[src/rtl/riscv_csr_pkg.sv]
// Shared CSR addresses, funct3 encodings and the read-modify-write rules
// used by the machine-mode CSR file.
package riscv_csr_pkg;

    localparam logic [11:0] CSR_TOHOST   = 12'h51E;
    localparam logic [11:0] CSR_CYCLE    = 12'hC00;
    localparam logic [11:0] CSR_CYCLEH   = 12'hC80;
    localparam logic [11:0] CSR_INSTRET  = 12'hC02;
    localparam logic [11:0] CSR_INSTRETH = 12'hC82;

    localparam logic [2:0] F3_RW  = 3'b001;
    localparam logic [2:0] F3_RS  = 3'b010;
    localparam logic [2:0] F3_RC  = 3'b011;
    localparam logic [2:0] F3_RWI = 3'b101;
    localparam logic [2:0] F3_RSI = 3'b110;
    localparam logic [2:0] F3_RCI = 3'b111;

    typedef enum logic [1:0] {
        OP_NONE,
        OP_WRITE,
        OP_SET,
        OP_CLEAR
    } csr_op_e;

    function automatic csr_op_e decode_op(input logic [2:0] f3);
        csr_op_e op;
        case (f3)
            F3_RW, F3_RWI: op = OP_WRITE;
            F3_RS, F3_RSI: op = OP_SET;
            F3_RC, F3_RCI: op = OP_CLEAR;
            default:       op = OP_NONE;
        endcase
        return op;
    endfunction

    // Set/clear with a zero source field (x0 or imm 0) is a pure read.
    function automatic logic op_writes(input csr_op_e op, input logic [4:0] zimm);
        logic w;
        case (op)
            OP_WRITE:         w = 1'b1;
            OP_SET, OP_CLEAR: w = (zimm != 5'd0);
            default:          w = 1'b0;
        endcase
        return w;
    endfunction

    function automatic logic [31:0] apply_op(input csr_op_e op,
                                             input logic [31:0] old_value,
                                             input logic [31:0] src);
        logic [31:0] result;
        case (op)
            OP_WRITE: result = src;
            OP_SET:   result = old_value | src;
            OP_CLEAR: result = old_value & ~src;
            default:  result = old_value;
        endcase
        return result;
    endfunction

endpackage

[src/rtl/counter64.sv]
// 64-bit enable counter with asynchronous active-low reset; wraps naturally.
module counter64 (
    input  logic        clk,
    input  logic        rst,
    input  logic        en,
    output logic [63:0] count
);

    logic [63:0] count_q;

    always_ff @(posedge clk or negedge rst) begin
        if (!rst) begin
            count_q <= 64'd0;
        end else if (en) begin
            count_q <= count_q + 64'd1;
        end
    end

    assign count = count_q;

endmodule

[src/rtl/csr_file.sv]
// Commit-stage CSR file: tohost (R/W) plus read-only cycle and instret
// counters, with combinational read data and illegal-access detection.
module csr_file
    import riscv_csr_pkg::*;
#(
    parameter logic [31:0] RESET_TOHOST = 32'h0000_0000
) (
    input  logic        clk,
    input  logic        rst,
    input  logic        csr_en,
    input  logic [2:0]  funct3,
    input  logic [11:0] csr_addr,
    input  logic [31:0] rs1_data,
    input  logic [4:0]  zimm,
    input  logic        stall,
    input  logic        retire,
    output logic [31:0] rd_data,
    output logic        illegal,
    output logic [31:0] csr,
    output logic        tohost_wr
);

    logic [31:0] tohost;
    logic [63:0] cycle_count;
    logic [63:0] instret_count;

    csr_op_e     op;
    logic [31:0] src;
    logic        writes;
    logic        mapped;
    logic        read_only;
    logic [31:0] old_value;
    logic [31:0] new_value;
    logic        tohost_we;
    logic        retire_en;

    assign op        = decode_op(funct3);
    assign src       = funct3[2] ? {27'b0, zimm} : rs1_data;
    assign writes    = op_writes(op, zimm);
    assign new_value = apply_op(op, old_value, src);

    always_comb begin
        mapped    = 1'b1;
        read_only = 1'b1;
        old_value = 32'h0;
        case (csr_addr)
            CSR_TOHOST: begin
                old_value = tohost;
                read_only = 1'b0;
            end
            CSR_CYCLE:    old_value = cycle_count[31:0];
            CSR_CYCLEH:   old_value = cycle_count[63:32];
            CSR_INSTRET:  old_value = instret_count[31:0];
            CSR_INSTRETH: old_value = instret_count[63:32];
            default:      mapped    = 1'b0;
        endcase
    end

    // Counters are read before this edge's increment, so a retiring csrr
    // of instret sees the count excluding itself.
    assign rd_data = (op != OP_NONE) ? old_value : 32'h0;
    assign illegal = csr_en && (op != OP_NONE) && (!mapped || (writes && read_only));

    assign tohost_we = csr_en && !stall && !illegal && writes && (csr_addr == CSR_TOHOST);

    always_ff @(posedge clk or negedge rst) begin
        if (!rst) begin
            tohost    <= RESET_TOHOST;
            tohost_wr <= 1'b0;
        end else begin
            tohost_wr <= tohost_we;
            if (tohost_we) begin
                tohost <= new_value;
            end
        end
    end

    assign csr       = tohost;
    assign retire_en = retire && !stall;

    counter64 u_cycle (
        .clk   (clk),
        .rst   (rst),
        .en    (1'b1),
        .count (cycle_count)
    );

    counter64 u_instret (
        .clk   (clk),
        .rst   (rst),
        .en    (retire_en),
        .count (instret_count)
    );

endmodule

[config.mk]
export PLATFORM = sky130hd
export DESIGN_NAME = csr_file
export DESIGN_NICKNAME = d
export VERILOG_FILES = /design/src/rtl/riscv_csr_pkg.sv /design/src/rtl/counter64.sv /design/src/rtl/csr_file.sv
export SDC_FILE = /design/constraint.sdc
export NUM_CORES = 1
export LEC_CHECK = 0
export ABC_AREA = 1
export BUFFER_PORTS_ARGS = -buffer_cell sky130_fd_sc_hd__buf_4
export CAP_MARGIN = 20
export CORE_MARGIN = 4
export CORE_UTILIZATION = 50
export CTS_CLUSTER_SIZE = 10
export DETAILED_ROUTE_END_ITERATION = 10
export PLACE_DENSITY_LB_ADDON = 0.25
export SETUP_SLACK_MARGIN = 0.4
export SKIP_CTS_REPAIR_TIMING = 1
export SLEW_MARGIN = 40
export SYNTH_ARGS = -nofsm -noshare
export SYNTH_HDL_FRONTEND = slang
export SYNTH_SLANG_ARGS = --single-unit
[constraint.sdc]
create_clock -name clk -period 1.8 [get_ports clk]
set_input_delay 0.36 -clock clk [delete_from_list [all_inputs] [get_ports clk]]
set_output_delay 0.36 -clock clk [all_outputs]
set_load 0.01 [all_outputs]
==> impl_metrics.toml <==
[outcome]
violations = "negative setup slack"
status = "complete, but fails checks"

[sta]
hold_viol = 0
layout_min_cycle_time_ns = 2.12
tightestPinTransition_ns = 0.467
tns_ns = -9.89
setup_slack_ns = -0.319
drv_slew = 0
rsz0062_at_grt = "yes"
maxSlewHeadroom_pct = 68.9
fin_skew_ns = 0.0137
period_share_pct = 118
setup_viol = 58
hold_ws_ns = 0.275
fmax_mhz = 472

[drt]
first_iter_violations = 2099
via_count = 15100
routedWlPerCell_um = 22.7
firstDrtPassIters = 6
ant_nets = 0
drcViolationCount = 0
drt-total-wl_um = 56800
via_per_inst = 6.00

[synthesis]
ys_seq_elements = 161
ys_types = 38
syn_area_per_cell_sq_um = 6.63
synth_edf_count = 0
syn_nets = 1823
yosysWarnings = 0
postSynthCellCount = 1764
synth.cell_area_sq_um = 11700
async_reset_ff_share_pct = 100
ys.flop_type = "dfrtp_1"
seq_area_frac_synth_pct = 34.5

[pwr]
switching_share_pct = 31.4
p_total_mw = 9.19
switching_power_mw = 2.89
ir_drop_mv = 0.692
power_frac_seq_pct = 41.7
power_frac_comb_pct = 17.2
p_int_mw = 6.30
cellLeakagePower_nw = 9.21
cellPowerDensity_nw_per_um2 = 487
pwr-share-clk_pct = 41.1

[setup_path]
crit-reg2reg-launch = "u_instret.count[14]"
cp.required_ns = 1.44
regToRegSetupSlack_ns = -0.18
path_class = "in2out"
r2r-end = "u_instret.count[24]"
cp.arrival_ns = 1.76
cp-start-kind = "primary input"
critPathMaxFanout = 8
worstRegToRegCells = 6
worstSetupEndpointType = "output port"

[clock_tree]
cts_root_buffer = "clkbuf_16"
cts.sinks = 161
clk_latency_ns = 0.45
cts_tree = "built"
clk_pin_slew_ns = 0.08
cts.path.max_buffers = 2
cts_buffers = 17
h-tree-depth = 4

[global_routing]
grt_pass1_vias = 12800
antenna_found_initial = 1
grt_max_degree = 42
grt_overflow = 0
track_usage_pct = 37.1
grt_pass1_wl_um = 74100

[cells_and_area]
final_common_cell = "nand2_1"
drive_gt1_share_pct = 46.9
final_cell_mix = "nand2_1, buf_4, nor2_1"
nets = 2240
n_fill_cell = 1470
antennaDiodeCount = 0
area_growth_pct = 61.6

[flow_run]
drv_cap = 0

[floorplanning]
design.core.area_sq_um = 22800
rows = 55
num_io_pins = 123
dieArea_sq_um = 25900
die_h_um = 161
dieWidth_um = 161
start_util_pct = 51.2

[place]
io_buffers = 122
gp_congestion = 1.02
dpl.hpwl_um = 39000

[worst_hold_path]
holdPathEnd = "csr[7]"
holdPathStages = 6
min_from = "rs1_data[7]"
min_path_type = "in2reg"
-- critical path, stage by stage --
cell	delay [ns]
buf_8	0.10
nor2_4	0.12
nand2_2	0.07
nor2_4	0.18
buf_6	0.16
buf_6	0.12
nand4_1	0.21
nand3_2	0.18
nor2_2	0.06
nor2_2	0.08
buf_4	0.12
-- synth_stat cells, types with 15 or more instances --
cell type	n	area share, %
o21ai_0	32	1.4
inv_1	180	5.8
o21ai_1	18	0.77
nand2_1	459	15
clkbuf_1	30	0.96
a21oi_1	44	1.9
nand4_1	167	8.9
buf_2	29	1.2
xor2_1	75	5.6
nand3_1	83	3.6
dfrtp_1	161	34
nor2_1	308	9.9
xnor2_1	28	2.1
nor3_1	52	2.2
inv_2	15	0.48
nor2_2	17	0.91
-- power by group through the flow --
stage	Sequential, mW	Combinational, mW	Clock, mW
detailed placement	3.87	1.16	0
finish	3.84	1.58	3.78
global route	3.85	1.68	3.91
global placement	3.86	1.15	0
CTS	3.80	1.17	3.75
floorplan	3.87	0.513	0
-- how the worst max path moves through the flow --
stage	endpoint	start	cells past startpoint	slack, ns
5_1_grt	rd_data[23]	csr_addr[11]	12	-0.38
3_3_place_gp	rd_data[4]	csr_addr[11]	11	-0.27
6_report	rd_data[6]	csr_addr[3]	11	-0.32
3_5_place_dp	rd_data[17]	csr_addr[11]	11	-0.29
2_1_floorplan	rd_data[21]	csr_addr[11]	8	0.06
4_1_cts	rd_data[7]	u_instret.count[7]	6	-0.32
-- sequential cells by signal, summed over array words and instances (netlist names) --
register	flops
csr	32
tohost_wr	1
u_cycle.count	64
u_instret.count	64
-- layer usage --
metal | vias up | share of wire, % | GRT usage, % | wire length [um]
li1 | 6559 | - | - | -
met1 | 7084 | 37 | 52.2 | 20900
met5 | - | 0 | 0 | 0
met2 | 1124 | 44 | 55.2 | 24800
met3 | 284 | 13 | 8.93 | 7120
met4 | 0 | 7.0 | 15.1 | 3980
-- stage by stage --
stage	setup WS [ns]	utilization [%]	std cells	instance area [sq um]
global placement	-0.274	65.6	2359	15000
global route	-0.378	82.7	2507	18900
finish	-0.319	82.7	2507	18900
detailed placement	-0.287	65.6	2359	15000
CTS	-0.325	68.1	2391	15600
floorplan	0.0589	-	1764	12200
-- logic make-up (layout without fill, tap and decap cells) --
group / after synthesis / after routing / share of synthesized area, %
and+or+nand+nor: 1129 / 1129 / 43.9
buffers and inverters: 265 / 695 / 9.02
DFF: 161 / 161 / 34.5
AOI/OAI and AO/OA: 104 / 104 / 4.70
xor gates and xnor gates: 103 / 103 / 7.72
adders and majority gates: 2 / 2 / 0.214
-- final cells by class --
| class | instances | area (sq um) | share of cell area, % |
|---|---|---|---|
| Timing Repair inverter | 1 | 5.00 | 0.0265 |
| Multi-Input combinational cell | 1338 | 8770 | 46.4 |
| Clock buffer | 18 | 429 | 2.27 |
| Timing Repair Buffer | 464 | 4240 | 22.5 |
| Inverter | 198 | 818 | 4.33 |
| Clock inverter | 14 | 145 | 0.768 |
| Tap cell | 313 | 392 | 2.07 |
| Sequential cell | 161 | 4090 | 21.6 |
Note: power is estimated with default switching activity, not from simulation.
